**src/rtl/seq_detect_moore_param.sv**
```systemverilog
// Runtime-programmable Moore serial sequence detector with an N-bit pattern,
// overlap/non-overlap selection, bit-valid qualifier and saturating match counter.
module seq_detect_moore_param #(
    parameter int             N       = 4,
    parameter logic [N-1:0]   PATTERN = 4'b1101,
    parameter int             CNT_W   = 8
) (
    input  logic             clk,
    input  logic             reset_n,
    input  logic             in,
    input  logic             en,
    input  logic             overlap,
    input  logic             load,
    input  logic [N-1:0]     pat_in,
    input  logic             cnt_clr,
    output logic             detected,
    output logic [CNT_W-1:0] match_count,
    output logic [N-1:0]     pattern
);

    localparam int             HW        = N - 1;
    localparam int             FW        = $clog2(N);
    localparam logic [FW-1:0]  FILL_FULL = FW'(N - 1);
    localparam logic [FW-1:0]  FILL_LAST = FW'(N - 2);

    typedef enum logic [1:0] {FILL, HUNT, MATCH} state_t;

    state_t        state;
    logic [HW-1:0] hist;
    logic [FW-1:0] fill;

    logic          accept;
    logic          evaluate;
    logic          hit;
    logic [N-1:0]  cand;

    assign accept   = en & ~load;
    assign cand     = {hist, in};
    // A full window is compared in HUNT, in MATCH when overlapping, and in FILL
    // only when a one-bit restart already saturated the fill (N == 2).
    assign evaluate = (state == HUNT)
                   || (state == MATCH && overlap)
                   || (state == FILL && fill == FILL_FULL);
    assign hit      = accept && evaluate && (cand == pattern);

    // NOTE: all state is updated with non-blocking assignments so every branch
    // sees the pre-edge values of hist/fill/state, matching the register model.
    always_ff @(posedge clk or negedge reset_n) begin
        if (!reset_n) begin
            state       <= FILL;
            hist        <= '0;
            fill        <= '0;
            pattern     <= PATTERN;
            match_count <= '0;
            detected    <= 1'b0;
        end else begin
            detected <= hit;

            // Clear takes priority but a coincident match still counts once.
            if (cnt_clr)
                match_count <= hit ? CNT_W'(1) : '0;
            else if (hit && match_count != '1)
                match_count <= match_count + CNT_W'(1);

            if (load) begin
                pattern <= pat_in;
                hist    <= '0;
                fill    <= '0;
                state   <= FILL;
            end else if (hit) begin
                hist  <= cand[N-2:0];
                state <= MATCH;
            end else begin
                case (state)
                    FILL: begin
                        if (accept) begin
                            hist <= cand[N-2:0];
                            if (fill != FILL_FULL)
                                fill <= fill + FW'(1);
                            if (fill >= FILL_LAST)
                                state <= HUNT;
                        end
                    end
                    HUNT: begin
                        if (accept)
                            hist <= cand[N-2:0];
                    end
                    MATCH: begin
                        if (!accept) begin
                            if (overlap) begin
                                state <= HUNT;
                            end else begin
                                state <= FILL;
                                hist  <= '0;
                                fill  <= '0;
                            end
                        end else if (overlap) begin
                            hist  <= cand[N-2:0];
                            state <= HUNT;
                        end else begin
                            // Non-overlapping: this bit opens a fresh window.
                            hist  <= HW'(in);
                            fill  <= FW'(1);
                            state <= FILL;
                        end
                    end
                    default: state <= FILL;
                endcase
            end
        end
    end

endmodule

```
**config.mk**
```make
export PLATFORM = sky130hd
export DESIGN_NAME = seq_detect_moore_param
export DESIGN_NICKNAME = d
export VERILOG_FILES = /design/src/rtl/seq_detect_moore_param.sv
export SDC_FILE = /design/constraint.sdc
export NUM_CORES = 1
export LEC_CHECK = 0
export ABC_CLOCK_PERIOD_IN_PS = 4750
export BUFFER_PORTS_ARGS = -buffer_cell sky130_fd_sc_hd__buf_2
export CAP_MARGIN = 25
export CORE_MARGIN = 3
export CORE_UTILIZATION = 32
export CTS_CLUSTER_DIAMETER = 60
export DETAILED_ROUTE_END_ITERATION = 10
export SYNTH_ARGS = -nofsm -noshare
export SYNTH_HDL_FRONTEND = slang
export SYNTH_SLANG_ARGS = --single-unit
```
**constraint.sdc**
```tcl
create_clock -name clk -period 4.75 [get_ports clk]
set_input_delay 0 -clock clk [delete_from_list [all_inputs] [get_ports clk]]
set_output_delay 0 -clock clk [all_outputs]
set_load 0.005 [all_outputs]
```
Word level (Yosys, flattened, before mapping) --
Index checks and enable logic that the tools add are counted.
Operators by class: add/subtract/negate cells 2, magnitude comparators 1, eq/ne operators 15, muxes and demuxes 24, bitwise gates (word level) 2, reductions and logical operators 15
Operator list (count):
- 2-bit two-way mux | 11
- 3-bit two-way mux | 6
- 8-bit two-way mux | 2
- 3-bit inequality test, second input constant | 3
- 8-bit by 1-bit adder with 8-bit output, second input constant | 1
- 8-bit inequality test, second input constant | 1
- 2-bit case mux with 3 select lines | 1
- 3-bit case mux with 2 select lines | 1
- 3-bit AND reduction | 2
- 1-bit logical AND | 5
- 5-bit inequality test, second input constant | 1
- 5-bit AND reduction | 1
- 2-bit equality test, second input constant | 2
- 4-bit equality test | 1
- 2-bit inequality test, second input constant | 2
- 4-bit by 1-bit inequality test with 1-bit output, second input constant | 1
- 4-bit by 3-bit inequality test with 1-bit output, second input constant | 1
- 4-bit inequality test, second input constant | 1
- 2-bit case mux with 2 select lines | 1
- 4-bit nonzero test | 1
- 3-bit by 2-bit inequality test with 1-bit output, second input constant | 1
- 3-bit nonzero test | 1
- 2-bit by 1-bit adder with 2-bit output, second input constant | 1
- 2-bit by 1-bit equality test with 1-bit output, second input constant | 1
- other kinds (8) | 10
Word-level totals: register bits after elaboration 20, bits of input ports 11, output and inout port bits 13, logic and storage cells 65

Depth between registers and ports, before layout --
depth after elaboration 9, depth in mapped cells 5, depth with buffers taken out 5

Least setup slack after synthesis --
OpenSTA, ideal clock, no wires.
path kind reg-to-reg, from register fill[0], to register match_count[5], setup time 0.125 ns, data arrival time 1.607 ns, required time 4.625 ns, setup slack 3.019 ns, stages on the path, launching flop included 6, path buffers 0, clock period less this slack 1.731 ns, cell sequence dfrtp_1 ha_1 or3_2 o2111ai_4 nor4_1 mux2_2
Between the ends: word-level cells in the longest chain between the ends 7
Ends and longest elaborated chain:
- start: declaration | line 30 | logic [FW-1:0] fill;
- start signal: assignment | line 79 | fill <= fill + FW'(1);
- 2-bit equality test | line 43 | || (state == FILL && fill == FILL_FULL);
- 1-bit logical AND | line 43
- 1-bit logical OR | line 43
- 1-bit logical AND (2 in series) | line 44 | assign hit = accept && evaluate && (cand == pattern);
- 1-bit logical AND | line 62 | else if (hit && match_count != '1)
- 2-bit nonzero test (no line)
- end signal: assignment | line 61 | match_count <= hit ? CNT_W'(1) : '0;
- end signal: assignment | line 63 | match_count <= match_count + CNT_W'(1);
- end: declaration | line 17 | output logic [CNT_W-1:0] match_count,
No other way between the ends. A chain may end at the register's enable or synchronous reset.

Final worst setup path --
from register fill[0], to register match_count[4]
The elaborated chain is that of the path after synthesis.

==> metrics.txt <==
# TYPE chip_impl_metric gauge
chip_impl_metric{name="period_minus_slack",unit="ns"} 1.85
chip_impl_metric{name="synth-edff-count",unit=""} 0
chip_impl_metric{name="rows",unit=""} 21
chip_impl_metric{name="timing.critical_path.fanout_max",unit=""} 10
chip_impl_info{name="critPathLaunchType",value="flip-flop"} 1
chip_impl_info{name="clk_root_buffer_cell",value="clkbuf_4"} 1
chip_impl_info{name="setup_repair_after_global_routing_missed_its_margin",value="no"} 1
chip_impl_metric{name="place.port_buffers",unit=""} 23
chip_impl_metric{name="maxSlewHeadroom",unit="%"} 69.5
chip_impl_metric{name="setup-tns-final",unit="ns"} 0
chip_impl_metric{name="postSynthRegisterBits",unit=""} 20
chip_impl_metric{name="synth_area_per_cell",unit="um2"} 10.6
chip_impl_metric{name="maximum_number_of_pins_on_one_net_before_global_route_repair",unit=""} 21
chip_impl_metric{name="clock_pin_slew_on_the_worst_setup_and_hold_paths",unit="ns"} 0.12
chip_impl_metric{name="postSynth.asyncResetShare",unit="%"} 100
chip_impl_metric{name="finalWirelength",unit="um"} 2520
chip_impl_metric{name="post-place-ws",unit="ns"} 2.91
chip_impl_info{name="yosys.area.top_type",value="dfrtp_1"} 1
chip_impl_info{name="cts_tree",value="yes"} 1
chip_impl_metric{name="seqCellArea",unit="um2"} 504
chip_impl_metric{name="ios",unit=""} 24
chip_impl_metric{name="synthDominantCellAreaShare",unit="%"} 36.9
chip_impl_metric{name="cts.sink_count",unit=""} 20
chip_impl_metric{name="layout-drive-gt1-share",unit="%"} 32.1
chip_impl_metric{name="die-height",unit="um"} 66.0
chip_impl_metric{name="drtIter0Drc",unit=""} 29
chip_impl_metric{name="post-route-drc-count",unit=""} 0
chip_impl_metric{name="ys_warn_count",unit=""} 0
chip_impl_metric{name="synth_seq_area_share",unit="%"} 43.7
chip_impl_metric{name="clk_latency",unit="ns"} 0.30
chip_impl_metric{name="setup-violations-final",unit=""} 0
chip_impl_metric{name="clock_skew",unit="ns"} 0.0107
chip_impl_metric{name="multi_input_area",unit="um2"} 616
chip_impl_info{name="outcome",value="finished clean"} 1
chip_impl_metric{name="final.hold.worst_slack",unit="ns"} 0.0377
chip_impl_metric{name="nNetsFinal",unit=""} 155
chip_impl_metric{name="post_synth_instance_area",unit="mm2"} 0.00115
chip_impl_metric{name="synthDistinctLibCells",unit=""} 44
chip_impl_metric{name="post_cts.resized_instances",unit=""} 0
chip_impl_metric{name="detailedRoute.firstPassIterationCount",unit=""} 4
chip_impl_metric{name="start_util",unit="%"} 33.8
chip_impl_metric{name="synthesis.nets",unit=""} 123
chip_impl_info{name="min-delay-path-class",value="input pin to flip-flop"} 1
chip_impl_metric{name="grt_pass1_wl",unit="um"} 4510
chip_impl_metric{name="grt_antenna_before_repair",unit=""} 0
chip_impl_metric{name="antenna_left",unit=""} 0
chip_impl_metric{name="area.growth.synth_to_final",unit="%"} 21.1
chip_impl_metric{name="timing.final.max_slew_violations",unit=""} 0
chip_impl_info{name="post_synth_main_area_contributors",value="dfrtp_1 (37%), dfstp_2 (6.8%), mux2_2 (5.9%)"} 1
chip_impl_metric{name="avgViaCountPerCell",unit=""} 5.20
chip_impl_metric{name="finalWeightedCongestion",unit=""} 0.779
chip_impl_metric{name="p_total",unit="uW"} 326
chip_impl_metric{name="grt.overflow.total",unit=""} 0
chip_impl_metric{name="insertedDiodeCount",unit=""} 0
chip_impl_metric{name="track_usage",unit="%"} 13.2
chip_impl_metric{name="timing.fmax",unit="GHz"} 0.540
chip_impl_metric{name="first_global_vias",unit=""} 964
chip_impl_metric{name="power_density",unit="mW/mm2"} 233
chip_impl_metric{name="fp.dieArea",unit="mm2"} 0.00436
chip_impl_metric{name="dp.final_hpwl",unit="um"} 1860
chip_impl_metric{name="cts_buffer_depth",unit=""} 2
chip_impl_metric{name="timing.final.hold_violations",unit=""} 0
chip_impl_metric{name="cap_violations",unit=""} 0
chip_impl_metric{name="timing_worst_slew_pin_value",unit="ns"} 0.458
chip_impl_info{name="timing_worst_setup_path_type",value="flip-flop to flip-flop"} 1
chip_impl_metric{name="ctsHtreeMaxLevel",unit=""} 1
chip_impl_metric{name="peakVddDrop",unit="V"} 0.000116
chip_impl_metric{name="fp.dieW",unit="um"} 66.0
chip_impl_info{name="critical_path.endpoint_type",value="flip-flop"} 1
chip_impl_metric{name="setup_slack",unit="ns"} 2.90
chip_impl_metric{name="p_leak",unit="uW"} 0.000620
chip_impl_metric{name="fillerInstances",unit=""} 352
chip_impl_metric{name="cts_post_setup_buffers_inserted",unit=""} 0
chip_impl_metric{name="critPathArrivalTime",unit="ns"} 2.05
chip_impl_metric{name="dr_total_vias",unit=""} 967
chip_impl_metric{name="synthesis.instances",unit=""} 109
chip_impl_metric{name="core_area",unit="mm2"} 0.00342
chip_impl_info{name="dominantRegCellSynth",value="dfrtp_1"} 1
chip_impl_metric{name="wl_per_cell",unit="um"} 13.6
chip_impl_metric{name="numCtsBuffers",unit=""} 3
chip_impl_metric{name="final_min_period_over_clock_period",unit="%"} 39.0
chip_impl_metric{name="worst-endpoint-required",unit="ns"} 4.95
## worst max-delay path, cell delays in order (launching register included)
cell       delay (ns)
dfrtp_1          0.43
ha_1             0.22
or3_2            0.52
o2111ai_4        0.18
nor4_1           0.12
mux2_2           0.29
## area by class of cell
type | instances | area share [%]
inverters | 5 | 1.34
flip-flops and latches | 20 | 36.1
well taps | 46 | 4.12
clock buffers | 4 | 1.88
repair buffers | 29 | 12.5
multi-input cells | 82 | 44.0
## logic make-up (layout without fill, tap and decap cells)
kind of cell | Yosys count | in the layout | share of synthesized area, %
compound gates | 24 | 24 | 17.2
fa+ha+maj | 3 | 3 | 3.25
simple gates | 43 | 43 | 20.6
mux | 8 | 8 | 7.59
xor+xnor | 4 | 4 | 4.66
buf+inv | 7 | 38 | 2.93
flops | 20 | 20 | 43.7
## timing repair
action	4_1_cts	5_1_grt
hold buffers	6	0
endpoints found under the setup margin	0	0
hold endpoints to repair	27	0
## flip-flops by register name (all words and copies together), names as in the netlist
register,flops
hist,3
state,2
match_count,8
detected,1
pattern,4
fill,2
## per-layer routing
metal	vias up	wire (um)	global-route usage, %
met1	482	1140	17.0
li1	464	-	-
met4	0	38	4.82
met2	17	1290	22.7
met3	4	58	1.70
met5	-	0	0
## where the power goes
group | leakage [uW] | internal [uW] | switching [uW]
sequential | 0.000264 | 179 | 8.87
clock | 0.0000150 | 32.6 | 51.2
combinational | 0.000341 | 27.2 | 27.0
## Yosys cell counts (3+ instances only)
library cell / instances
mux2_2: 6
a21oi_1: 3
nor4_1: 3
inv_1: 5
o21ai_0: 3
dfstp_2: 3
a31oi_1: 3
nor2_1: 10
nand2_1: 8
dfrtp_1: 17
ha_1: 3
xnor2_1: 3
## placed cells by master, fill, tap and decap left out, drive strengths merged, types with 2 or more instances in the layout
master,netlist,routed
inv,5,5
and3,3,3
a21oi,3,3
dlygate4sd3,0,6
nand2,8,8
a31oi,3,3
dfrtp,17,17
xnor2,4,4
mux2,6,6
nor2b,2,2
dfstp,3,3
buf,1,23
clkbuf,1,4
and2b,2,2
nor3,2,2
ha,3,3
a211oi,2,2
a22o,2,2
nand3,2,2
nor2,10,10
nor4,3,3
and2,2,2
mux2i,2,2
o311ai,2,2
o21ai,3,3
a2111oi,2,2
## metrics by stage
stage,instance area [um2],util (%),cells
4_1_cts,1400,40.9,186
3_3_place_gp,1310,38.4,176
3_5_place_dp,1310,38.4,176
2_1_floorplan,1150,-,109
6_report,1400,40.9,186
5_1_grt,1400,40.9,186
## path summary, 6_finish.rpt
| path | startpoint | to | slack, ns | cells after the start |
|---|---|---|---|---|
| max in group asynchronous | reset_n | pattern[2] | 4.23 | 2 |
| hold / removal | load | fill[0] | 0.04 | 2 |
| setup reg to reg | fill[0] | match_count[4] | 2.90 | 5 |
| setup / recovery | fill[0] | match_count[4] | 2.90 | 5 |
| hold reg to reg | hist[2] | hist[2] | 0.57 | 1 |
| min in group asynchronous | reset_n | match_count[5] | 0.17 | 2 |
Note: power is estimated with default switching activity, not from simulation.
